===== src/rtl/if_pkg.sv =====
// -----------------------------------------------------------------------------
// if_pkg
// Shared definitions for the instruction-fetch buffer:
//   - default width / depth constants
//   - request FSM state encoding (IDLE, WAIT_RESP, DROP)
//   - fetch entry record {pc, inst, fault} as seen by decode
// -----------------------------------------------------------------------------
package if_pkg;

  localparam int DATA_W     = 64;  // PC / address width
  localparam int INST_W     = 32;  // instruction word width
  localparam int FIFO_DEPTH = 4;   // fetch buffer entries

  typedef enum logic [1:0] {
    IDLE      = 2'd0,  // free to issue a request
    WAIT_RESP = 2'd1,  // one request outstanding, response will be kept
    DROP      = 2'd2   // one request outstanding, response will be discarded
  } fetch_state_e;

  typedef struct packed {
    logic [DATA_W-1:0] pc;
    logic [INST_W-1:0] inst;
    logic              fault;
  } fetch_entry_t;

endpackage


===== src/rtl/if_fetch_buffer_fifo.sv =====
// -----------------------------------------------------------------------------
// fetch_fifo
// Synchronous DEPTH-entry FIFO holding packed fetch entries.
//   clk          : clock
//   reset        : synchronous active-high reset (pointers and count to 0)
//   i_push       : write i_push_data at the tail
//   i_push_data  : entry to write
//   i_pop        : drop the head entry (caller guarantees count != 0)
//   i_flush      : empty the FIFO next cycle; wins over push and pop
//   o_count      : number of valid entries, 0..DEPTH
//   o_head       : head entry, read combinationally
// DEPTH must be a power of two so the pointers wrap by natural overflow.
// -----------------------------------------------------------------------------
module fetch_fifo #(
  parameter int WIDTH = 97,
  parameter int DEPTH = 4
) (
  input  logic                     clk,
  input  logic                     reset,
  input  logic                     i_push,
  input  logic [WIDTH-1:0]         i_push_data,
  input  logic                     i_pop,
  input  logic                     i_flush,
  output logic [$clog2(DEPTH):0]   o_count,
  output logic [WIDTH-1:0]         o_head
);

  localparam int AW = $clog2(DEPTH);
  localparam int CW = AW + 1;

  logic [WIDTH-1:0] r_mem [DEPTH];
  logic [AW-1:0]    r_wr_ptr;
  logic [AW-1:0]    r_rd_ptr;
  logic [CW-1:0]    r_count;
  logic             w_wr_en;

  // A flushed push must not land in storage either, otherwise it would
  // reappear once the pointers catch up with it.
  assign w_wr_en = i_push && !i_flush && !reset;

  genvar gi;
  generate
    for (gi = 0; gi < DEPTH; gi++) begin : g_entry
      always_ff @(posedge clk) begin
        if (w_wr_en && (r_wr_ptr == AW'(gi))) begin
          r_mem[gi] <= i_push_data;
        end
      end
    end
  endgenerate

  always_ff @(posedge clk) begin
    if (reset || i_flush) begin
      r_wr_ptr <= '0;
      r_rd_ptr <= '0;
      r_count  <= '0;
    end else begin
      if (i_push) begin
        r_wr_ptr <= r_wr_ptr + AW'(1);
      end
      if (i_pop) begin
        r_rd_ptr <= r_rd_ptr + AW'(1);
      end
      case ({i_push, i_pop})
        2'b10:   r_count <= r_count + CW'(1);
        2'b01:   r_count <= r_count - CW'(1);
        default: r_count <= r_count;
      endcase
    end
  end

  assign o_count = r_count;
  assign o_head  = r_mem[r_rd_ptr];

endmodule


===== src/rtl/if_fetch_buffer.sv =====
// -----------------------------------------------------------------------------
// if_fetch_buffer
// Instruction-fetch stage: issues one-outstanding requests for currentPc,
// buffers returned {pc, inst, fault} entries and hands them to decode.
//   clk, reset        : clock, synchronous active-high reset
//   currentPc         : PC from the PC register
//   fetch_advance     : 1 when this cycle's fetch is accepted (PC may move)
//   flush             : branch redirect, drop buffered and in-flight fetches
//   imem_req_valid/_ready, imem_addr : request channel to instruction memory
//   imem_rsp_valid, imem_rsp_data    : response channel (no backpressure)
//   dec_valid/_ready, dec_pc, dec_inst, dec_fault : head entry to decode
// Optional build macro FETCH_ALIGN_CHECK_EN: a misaligned currentPc is not
// sent to memory; a fault entry {currentPc, 0, 1} is pushed instead. Without
// it the address is forced word-aligned and dec_fault is always 0.
// -----------------------------------------------------------------------------
module if_fetch_buffer
  import if_pkg::*;
#(
  parameter int dataWidth = DATA_W,
  parameter int instWidth = INST_W,
  parameter int DEPTH     = FIFO_DEPTH
) (
  input  logic                 clk,
  input  logic                 reset,
  input  logic [dataWidth-1:0] currentPc,
  output logic                 fetch_advance,
  input  logic                 flush,
  output logic                 imem_req_valid,
  input  logic                 imem_req_ready,
  output logic [dataWidth-1:0] imem_addr,
  input  logic                 imem_rsp_valid,
  input  logic [instWidth-1:0] imem_rsp_data,
  output logic                 dec_valid,
  input  logic                 dec_ready,
  output logic [dataWidth-1:0] dec_pc,
  output logic [instWidth-1:0] dec_inst,
  output logic                 dec_fault
);

  localparam int CW = $clog2(DEPTH) + 1;
`ifdef FETCH_ALIGN_CHECK_EN
  localparam int ENTRY_W = dataWidth + instWidth + 1;
`else
  localparam int ENTRY_W = dataWidth + instWidth;
`endif

  fetch_state_e         r_state;
  logic [dataWidth-1:0] r_addr;

  logic [CW-1:0]        w_count;
  logic [ENTRY_W-1:0]   w_head;
  logic [ENTRY_W-1:0]   w_push_data;
  logic                 w_can_issue;
  logic                 w_req_valid;
  logic                 w_req_fire;
  logic                 w_align_push;
  logic                 w_rsp_push;
  logic                 w_push;
  logic                 w_pop;

  // The count<DEPTH gate is what keeps the FIFO from overflowing: only one
  // request can be outstanding, so its response always finds a free slot.
  assign w_can_issue = !reset && (r_state == IDLE) && !flush &&
                       (w_count < CW'(DEPTH));

`ifdef FETCH_ALIGN_CHECK_EN
  logic w_misaligned;
  assign w_misaligned = (currentPc[1:0] != 2'b00);
  assign w_align_push = w_can_issue && w_misaligned;
  assign w_req_valid  = w_can_issue && !w_misaligned;
  assign imem_addr    = currentPc;
  assign w_push_data  = w_align_push ? {currentPc, {instWidth{1'b0}}, 1'b1}
                                     : {r_addr, imem_rsp_data, 1'b0};
`else
  assign w_align_push = 1'b0;
  assign w_req_valid  = w_can_issue;
  assign imem_addr    = {currentPc[dataWidth-1:2], 2'b00};
  assign w_push_data  = {r_addr, imem_rsp_data};
`endif

  assign w_req_fire    = w_req_valid && imem_req_ready;
  // A response that coincides with a flush belongs to the old path.
  assign w_rsp_push    = (r_state == WAIT_RESP) && imem_rsp_valid && !flush;
  assign w_push        = w_rsp_push || w_align_push;
  assign w_pop         = dec_valid && dec_ready;

  assign imem_req_valid = w_req_valid;
  assign fetch_advance  = w_req_fire || w_align_push;

  always_ff @(posedge clk) begin
    if (reset) begin
      r_state <= IDLE;
      r_addr  <= '0;
    end else begin
      case (r_state)
        IDLE: begin
          if (w_req_fire) begin
            r_addr  <= currentPc;
            r_state <= WAIT_RESP;
          end
        end
        WAIT_RESP: begin
          if (imem_rsp_valid) begin
            r_state <= IDLE;
          end else if (flush) begin
            r_state <= DROP;
          end
        end
        DROP: begin
          if (imem_rsp_valid) begin
            r_state <= IDLE;
          end
        end
        default: r_state <= IDLE;
      endcase
    end
  end

  fetch_fifo #(
    .WIDTH (ENTRY_W),
    .DEPTH (DEPTH)
  ) u_fifo (
    .clk         (clk),
    .reset       (reset),
    .i_push      (w_push),
    .i_push_data (w_push_data),
    .i_pop       (w_pop),
    .i_flush     (flush),
    .o_count     (w_count),
    .o_head      (w_head)
  );

  assign dec_valid = (w_count != '0);
  assign dec_pc    = w_head[ENTRY_W-1 -: dataWidth];
`ifdef FETCH_ALIGN_CHECK_EN
  assign dec_inst  = w_head[instWidth:1];
  // Qualified so an empty buffer never shows a stale fault bit.
  assign dec_fault = dec_valid && w_head[0];
`else
  assign dec_inst  = w_head[instWidth-1:0];
  assign dec_fault = 1'b0;
`endif

endmodule


===== config.mk =====
export PLATFORM = sky130hd
export DESIGN_NAME = if_fetch_buffer
export DESIGN_NICKNAME = d
export VERILOG_FILES = /design/src/rtl/if_pkg.sv /design/src/rtl/if_fetch_buffer_fifo.sv /design/src/rtl/if_fetch_buffer.sv
export SDC_FILE = /design/constraint.sdc
export NUM_CORES = 1
export LEC_CHECK = 0
export ABC_AREA = 1
export CORE_AREA = 8 8 234 349
export DETAILED_ROUTE_END_ITERATION = 6
export DIE_AREA = 0 0 242 357
export PLACE_DENSITY = 0.42
export SYNTH_ARGS = -nofsm -noshare
export SYNTH_HDL_FRONTEND = slang
export SYNTH_SLANG_ARGS = --single-unit

===== constraint.sdc =====
create_clock -name clk -period 7.7 [get_ports clk]
set_input_delay 1.155 -clock clk [delete_from_list [all_inputs] [get_ports clk]]
set_output_delay 1.155 -clock clk [all_outputs]
set_load 0.005 [all_outputs]

==> run_results.csv, run 1 <==
group,metric,value,unit
cells_and_area,final_common_cell,"edfxtp_1",
worst_setup_path,critPathArrivalTime,3480,ps
global_routing,antenna_found_initial,2,
global_routing,grt_max_degree,142,
timing,finalHoldViolCount,0,
worst_setup_path,cp-end-kind,"output pin",
clock_tree,clk_latency,580,ps
yosys,synth_cells,1355,
global_routing,overflow,0,
yosys,synth-warning-count,0,
global_routing,grt-busiest-layer,"met2",
global_routing,globalRouteMet1Util,12.8,%
route,dr.pass1.iters,5,
placement,dp_hpwl,29.6,mm
power,leakage,7.40,nW
timing,clock.fmax,0.216,GHz
clock_tree,clock_path_buffers,3,
clock_tree,cts_made_buffers,46,
route,drt-initial-drc-count,646,
timing,setup_viol,0,
worst_setup_path,cp_max_fo,141,
floorplan,row_count,125,
route,wl,49.9,mm
floorplan,start_util,22.8,%
worst_setup_path,cpPeakStageDelay,750,ps
route,drc,0,
clock_tree,post_cts_resized,0,
timing,fin_crit_sh,60.2,%
clock_tree,post_cts_buffers,0,
worst_setup_path,required,6550,ps
cells_and_area,syn2layout_area_growth,27.2,%
power,irDropWorstVdd,0.000139,V
route,num_vias,10900,
worst_setup_path,crit_buf_inv,3,
yosys,ys_types,24,
worst_setup_path,slowest_stage,"inv_6",
route,viasPerCell,4.23,
power,p_total,5.29,mW
route,ant_nets,0,
floorplan,io_pins,266,
run,cap_violations,0,
route,routedWlPerCell,19.3,microns
timing,finalSetupTns,0,ps
cells_and_area,final_cell_mix,"edfxtp_1, nor2_1, clkdlybuf4s50_1, o21ai_0, o22ai_1",
global_routing,met3_usage,2.59,%
timing,relSlewSlack,22.5,%
global_routing,grt_pass1_vias,11500,
clock_tree,root_buffer,"clkbuf_16",
global_routing,grt.total_usage,11.2,%
worst_setup_path,worstSetupPathType,"flop to output pin",
worst_setup_path,crit_chain,"inv_6 -> buf_4 -> o21ai_0 -> o22ai_1 -> clkdlybuf4s50_1",
floorplan,dieArea,0.0864,sq mm
timing,tightestPinTransition,1160,ps
timing,rsz0062_at_grt,"false",
global_routing,grt_pass1_wl,73.8,mm
floorplan,core,0.0766,sq mm
floorplan,dieWidth,242,microns
worst_setup_path,cp-start-kind,"flop",
clock_tree,cts.sinks,459,
worst_setup_path,rrSetupSlack,4710,ps
cells_and_area,drive_above_1_share,6.29,%
yosys,syn_avg_cell_area,12.9,sq um
placement,place_congestion,0.711,
power,powerDensity,238,mW/mm^2
yosys,synth_area,0.0175,sq mm
clock_tree,cts_hold_buf,0,
clock_tree,cts_tree,"done",
global_routing,gr-usage-met2,20.3,%
cells_and_area,fill_cells,7862,
floorplan,die_y,357,microns
run_status,outcome,"finished clean",
clock_tree,htree_levels,2,
cells_and_area,antenna_cells,0,
timing,slew_violations,0,
timing,period_minus_slack,4630,ps
worst_setup_path,path_delay_family,"buffers and inverters",
min_path,hp-class,"flop to flop",
yosys,ys_seq_area_share,74.7,%
yosys,ys_seq_elements,459,
clock_tree,clk_pin_slew,60,ps
placement,portBuffers,262,
cells_and_area,fin_nets,1643,
timing,finClkSkew,14.9,ps
## path summary, 6_finish.rpt
kind                     start                  end  cells past startpoint
max                       flop           dec_pc[55]                      5
min          u_fifo.o_count[0]    u_fifo.o_count[0]                      1
max reg2reg         r_state[0]  u_fifo.r_mem[2][21]                      5
min reg2reg  u_fifo.o_count[0]    u_fifo.o_count[0]                      1
## kinds of logic after synthesis
group | after synthesis | share of synthesized area, %
DFF | 459 | 74.7
other | 1 | 0.0215
buffers and inverters | 170 | 5.84
AOI/OAI and AO/OA | 370 | 11.3
adders and majority gates | 6 | 0.473
and+or+nand+nor | 349 | 7.68
## per-layer routing
layer	part of all wire (%)	routed length (microns)
met5	0	0
met4	2.6	1290
met3	4.9	2430
met2	52	25800
met1	41	20400
## state kept, by name, summed over array words and instances (netlist names), named ones only
| register | flops |
|---|---|
| u_fifo.r_mem | 384 |
| u_fifo.o_count | 3 |
| r_state | 2 |
| u_fifo.r_rd_ptr | 2 |
| u_fifo.r_wr_ptr | 2 |
| r_addr | 64 |
## final cells by class
cell class	instances	area (sq um)	share of cell area [%]
sequential	459	13000	58.8
multi-input combinational	728	3440	15.5
timing repair buffer	278	2760	12.4
clock buffer	71	1390	6.26
tap	1016	1270	5.73
clock inverter	15	206	0.930
inverter	22	91.3	0.412
## report_power, final
part	switching, mW	total [mW]	leakage (nW)	internal [mW]
combinational	0.0902	0.194	2.38	0.104
sequential	0.0269	2.74	4.24	2.71
clock	0.943	2.35	0.783	1.41
total	1.06	5.29	7.40	4.23
## synthesized netlist by cell type
cell type    n  area share [%]
a21oi_1      9            0.26
buf_1        1           0.021
buf_2       18            0.52
buf_4       65             2.8
buf_6        6            0.39
buf_8        6            0.52
clkbuf_1    52             1.1
clkinv_2     1           0.029
conb_1       1           0.021
dfxtp_1     75             8.6
edfxtp_1   384              66
fa_1         1            0.11
ha_1         5            0.36
inv_1       21            0.45
nand2_1      9            0.19
nand2_2      2           0.072
nand3_1      5            0.14
nand3b_1     1           0.043
nor2_1     330             7.1
nor2_4       2            0.13
o21ai_0    235             6.7
o21ai_1     28            0.80
o21bai_1     2           0.086
o22ai_1     96             3.4
## metrics by stage
step	utilization (%)	instance area [sq um]	instances	hold WS [ps]	setup slack, ps
CTS	29.0	22200	2589	450	2720
finish	29.0	22200	2589	456	3070
detailed placement	26.9	20600	2503	442	3260
global route	29.0	22200	2589	469	2680
global placement	26.9	20600	2503	433	3320
floorplan	-	17500	1357	422	1670
(Power assumes the default switching activity.)
==> inputs of run 2 (changes only) <==
--- a/config.mk
+++ b/config.mk
@@ -9,7 +9,7 @@
 export CORE_AREA = 8 8 234 349
 export DETAILED_ROUTE_END_ITERATION = 6
 export DIE_AREA = 0 0 242 357
-export PLACE_DENSITY = 0.42
+export PLACE_DENSITY = 0.44
 export SYNTH_ARGS = -nofsm -noshare
 export SYNTH_HDL_FRONTEND = slang
 export SYNTH_SLANG_ARGS = --single-unit
==> constraint.sdc (replaced) <==
create_clock -name clk -period 4.2 [get_ports clk]
set_input_delay 0.63 -clock clk [delete_from_list [all_inputs] [get_ports clk]]
set_output_delay 0.63 -clock clk [all_outputs]
set_load 0.005 [all_outputs]
==> run 2 against run 1 <==
  * Wire length decreased by 3.0%
  * Sequential share of layout area decreased by 0.43 points
  * Cell area increased by 0.74%
  * Worst hold slack got worse by 9.8 ps
  * Total power increased by 81%
  * Clock power increased by 80%
==> run_results.csv, run 2 (same netlist as run 1, synthesis figures left out) <==
group,metric,value,unit
global_routing,overflow,0,
min_path,hold_end,"u_fifo.o_count[0]",
route,drc,0,
timing,clock.fmax,0.272,GHz
worst_setup_path,cp-start-kind,"flop",
worst_setup_path,cp-end-kind,"output pin",
timing,relSlewSlack,33.2,%
clock_tree,clk_latency,590,ps
floorplan,dieWidth,242,microns
cells_and_area,multi_input_area,0.00345,sq mm
min_path,hp-class,"flop to flop",
global_routing,grt.total_usage,10.9,%
timing,finalHoldViolCount,0,
cells_and_area,regArea,0.0130,sq mm
cells_and_area,largest_reg_flops,384,
clock_tree,cts_hold_buf,0,
global_routing,grt_pass1_wl,72.0,mm
min_path,worstHoldStart,"u_fifo.o_count[0]",
worst_setup_path,r2r_end,"u_fifo.r_mem[0][38]",
floorplan,die_y,357,microns
worst_setup_path,rrSetupSlack,1870,ps
global_routing,antenna_found_initial,1,
placement,dp_hpwl,28.6,mm
worst_setup_path,reg2reg_from,"r_state[0]",
timing,period_minus_slack,3680,ps
cells_and_area,fin_nets,1652,
clock_tree,cts_tree,"done",
floorplan,dieArea,0.0864,sq mm
clock_tree,clock_path_buffers,3,
clock_tree,cts_made_buffers,49,
timing,finClkSkew,17.0,ps
cells_and_area,syn2layout_area_growth,28.1,%
route,wl,48.4,mm
floorplan,row_count,125,
floorplan,start_util,22.8,%
timing,tightestPinTransition,1000,ps
worst_setup_path,r2r_cells,5,
worst_setup_path,critPathArrivalTime,3050,ps
cells_and_area,regMostFlops,"u_fifo.r_mem",
cells_and_area,drive_above_1_share,6.76,%
clock_tree,htree_levels,2,
cells_and_area,final_cell_mix,"edfxtp_1, nor2_1, clkdlybuf4s50_1, o21ai_0, o22ai_1",
route,ant_nets,0,
route,dr.pass1.iters,4,
power,leakage,7.46,nW
worst_setup_path,required,3570,ps
route,routedWlPerCell,18.6,microns
clock_tree,post_cts_resized,0,
timing,slew_violations,0,
clock_tree,clk_pin_slew,60,ps
global_routing,grt_max_degree,107,
power,powerDensity,429,mW/mm^2
placement,place_congestion,0.686,
clock_tree,post_cts_buffers,0,
clock_tree,root_buffer,"clkbuf_16",
placement,dp_slack,1030,ps
timing,rsz0062_at_grt,"false",
route,drt-initial-drc-count,495,
floorplan,core,0.0766,sq mm
run,cap_violations,0,
global_routing,grt_pass1_vias,11300,
placement,portBuffers,262,
floorplan,io_pins,266,
worst_setup_path,cp_max_fo,67,
power,irDropWorstVdd,0.000292,V
cells_and_area,final_area,0.0224,sq mm
min_path,hold_depth,1,
timing,setup_viol,0,
timing,setup_slack,521,ps
clock_tree,cts.sinks,459,
route,num_vias,10900,
placement,placed_area,0.0208,sq mm
cells_and_area,antenna_cells,0,
timing,fin_crit_sh,87.6,%
cells_and_area,fill_cells,7792,
route,viasPerCell,4.20,
worst_setup_path,worstSetupPathType,"flop to output pin",
run_status,outcome,"finished clean",
cells_and_area,final_common_cell,"edfxtp_1",
==> run 2: cell types whose count changed in the layout (fill, tap and decap cells not counted), moves of 3 or more <==
cell	change
clkbuf_1	-5
clkinv_1	+7
buf_12	+11
buf_4	-5
clkbuf_8	-6
inv_6	+3
==> run 2: layout make-up <==
cell class | count | area share, %
clock inverter | 28 | 1.06
sequential | 459 | 58.3
tap | 1016 | 5.69
inverter | 22 | 0.403
multi-input combinational | 728 | 15.4
clock buffer | 62 | 5.98
timing repair buffer | 284 | 13.1
==> run 2: routing by layer <==
metal  track usage [%]  vias up  wire (microns)
li1                  -     5221               -
met1              12.1     5363           19500
met2              20.2      280           25200
met3              2.76       62            2580
met4              3.54        2            1100
met5                 0        -              11
==> run 2: worst max path at each step <==
stage,startpoint,endpoint,slack [ps],cells after the start
after floorplan,flush,u_fifo.r_mem[0][0],-1310,3
after global placement,flop,dec_pc[31],1020,4
after detailed placement,flop,dec_pc[43],1030,4
after CTS,flop,dec_pc[43],390,4
after global routing,flop,dec_pc[40],320,4
final,flop,dec_pc[31],520,4
==> run 2: worst max-delay path, cell delays in order (launching register included) <==
cell	delay, ps
dfxtp_4	570
buf_4	620
o21ai_0	200
o22ai_1	350
clkdlybuf4s50_1	600
==> run 2: report_power, final <==
group	total (mW)	switching, mW	internal (mW)
Combinational	0.355	0.164	0.191
Sequential	5.02	0.0480	4.98
Clock	4.22	1.77	2.45
Total	9.60	1.99	7.61
==> run 2: per-stage QoR <==
step / utilization (%) / setup TNS (ps) / total power [mW] / instances / hold WS (ps)
after floorplan: - / -502480 / 5.28 / 1357 / 422
after global placement: 27.1 / 0 / 5.48 / 2509 / 455
after detailed placement: 27.1 / 0 / 5.48 / 2509 / 438
after CTS: 29.2 / 0 / 9.76 / 2599 / 447
after global routing: 29.2 / 0 / 9.96 / 2599 / 466
final: 29.2 / 0 / 9.60 / 2599 / 446
==> inputs of run 3 (changes only) <==
--- a/config.mk
+++ b/config.mk
@@ -9,7 +9,7 @@
 export CORE_AREA = 8 8 234 349
 export DETAILED_ROUTE_END_ITERATION = 6
 export DIE_AREA = 0 0 242 357
-export PLACE_DENSITY = 0.44
+export PLACE_DENSITY = 0.41
 export SYNTH_ARGS = -nofsm -noshare
 export SYNTH_HDL_FRONTEND = slang
 export SYNTH_SLANG_ARGS = --single-unit
==> run 3 against run 2 <==
  * Register-to-register slack lost 150 ps
  * Combinational power increased by 2%
  * Wire length increased by 2.4%
  * Non-clock buffer count is 13 higher
  * Fmax is 7.3% higher
  * Global-route usage increased by 0.21 points
  * Die area unchanged
  * First-iteration DRC count increased by 11%
  * Critical endpoint is now dec_pc[2]
==> run_results.csv, run 3 (same netlist as run 1, synthesis figures left out) <==
group,metric,value,unit
run_status,outcome,"finished clean",
worst_setup_path,required,3570,ps
cells_and_area,drive_above_1_share,7.70,%
worst_setup_path,critPathArrivalTime,2800,ps
worst_setup_path,cp-start-kind,"flop",
cells_and_area,multi_input_area,0.00345,sq mm
cells_and_area,antenna_cells,0,
placement,place_congestion,0.714,
cells_and_area,fill_cells,7838,
route,routedWlPerCell,19.0,microns
placement,portBuffers,262,
floorplan,dieArea,0.0864,sq mm
worst_setup_path,worstSetupPathType,"flop to output pin",
timing,rsz0062_at_grt,"false",
floorplan,die_y,357,microns
timing,setup_viol,0,
floorplan,row_count,125,
clock_tree,cts_tree,"done",
cells_and_area,fin_nets,1665,
clock_tree,cts_made_buffers,49,
run,cap_violations,0,
global_routing,grt.total_usage,11.1,%
floorplan,start_util,22.8,%
timing,finalSetupTns,0,ps
route,ant_nets,0,
global_routing,grt_pass1_vias,11400,
route,viasPerCell,4.19,
global_routing,grt_max_degree,193,
cells_and_area,final_common_cell,"edfxtp_1",
global_routing,grt_pass1_wl,73.6,mm
timing,setup_slack,772,ps
clock_tree,cts_hold_buf,0,
timing,slew_violations,0,
cells_and_area,syn2layout_area_growth,29.5,%
clock_tree,clk_pin_slew,60,ps
clock_tree,clk_latency,580,ps
timing,period_minus_slack,3430,ps
floorplan,dieWidth,242,microns
timing,clock.fmax,0.292,GHz
clock_tree,post_cts_buffers,0,
power,powerDensity,439,mW/mm^2
floorplan,core,0.0766,sq mm
worst_setup_path,cp-end-kind,"output pin",
global_routing,antenna_found_initial,0,
route,wl,49.6,mm
clock_tree,clock_path_buffers,3,
route,dr.pass1.iters,4,
route,drt-initial-drc-count,548,
placement,dp_slack,974,ps
route,drc,0,
clock_tree,post_cts_resized,0,
worst_setup_path,cpPeakStageDelay,570,ps
clock_tree,root_buffer,"clkbuf_16",
clock_tree,htree_levels,2,
clock_tree,cts.sinks,459,
worst_setup_path,crit_buf_inv,2,
timing,fin_crit_sh,81.6,%
cells_and_area,largest_reg_flops,384,
timing,tightestPinTransition,898,ps
global_routing,overflow,0,
power,irDropWorstVdd,0.000251,V
route,num_vias,10900,
cells_and_area,regArea,0.0130,sq mm
min_path,hp-class,"flop to flop",
worst_setup_path,cp_max_fo,192,
timing,finalHoldViolCount,0,
worst_setup_path,path_delay_family,"buffers and inverters",
timing,finClkSkew,16.2,ps
cells_and_area,regMostFlops,"u_fifo.r_mem",
timing,relSlewSlack,40.2,%
worst_setup_path,crit_chain,"buf_12 -> o21ai_0 -> o22ai_1 -> clkdlybuf4s50_1",
floorplan,io_pins,266,
power,leakage,7.58,nW
worst_setup_path,slowest_stage,"clkdlybuf4s50_1",
placement,dp_hpwl,30.3,mm
cells_and_area,final_cell_mix,"edfxtp_1, nor2_1, clkdlybuf4s50_1, o21ai_0, o22ai_1",
-- run 3: cell types whose count changed in the layout (fill, tap and decap cells not counted) --
cell	delta
clkbuf_1	+3
clkinvlp_4	+2
buf_4	+11
inv_8	-1
bufinv_16	+5
clkinv_4	-2
clkinv_1	-4
inv_4	+1
buf_12	+2
inv_6	-2
-- run 3: layout make-up --
| cell class | count | share of cell area (%) |
|---|---|---|
| clock buffer | 65 | 5.97 |
| clock inverter | 27 | 1.53 |
| inverter | 22 | 0.404 |
| multi-input combinational | 728 | 15.2 |
| sequential | 459 | 57.7 |
| tap | 1016 | 5.62 |
| timing repair buffer | 297 | 13.5 |
-- run 3: worst paths after layout --
path	from	to	slack (ps)	cells past startpoint
setup / recovery	flop	dec_pc[2]	770	4
hold reg to reg	u_fifo.o_count[0]	u_fifo.o_count[0]	450	1
hold / removal	u_fifo.o_count[0]	u_fifo.o_count[0]	450	1
setup reg to reg	r_state[0]	u_fifo.r_mem[1][30]	1720	5
-- run 3: where the power goes --
part	total [mW]	internal (mW)	switching (mW)	leakage [nW]
Sequential	5.03	4.98	0.0512	4.24
Clock	4.54	2.75	1.79	0.817
Combinational	0.361	0.193	0.168	2.53
-- run 3: metal layers --
metal	track usage, %	share of wire, %	vias to the layer above	wire, microns
met3	2.46	4.4	56	2180
met2	20.2	52	250	25700
met5	0	0	-	0
li1	-	-	5249	-
met1	13.0	42	5393	20800
met4	3.14	1.9	0	951
-- run 3: per-stage QoR --
stage / power, mW / util [%] / hold WS [ps] / area [sq um] / cells
3_3_place_gp: 5.49 / 27.3 / 449 / 20900 / 2522
5_1_grt: 10.3 / 29.5 / 461 / 22600 / 2614
6_report: 9.93 / 29.5 / 454 / 22600 / 2614
3_5_place_dp: 5.50 / 27.3 / 441 / 20900 / 2522
4_1_cts: 10.1 / 29.5 / 449 / 22600 / 2614
2_1_floorplan: 5.28 / - / 422 / 17500 / 1357
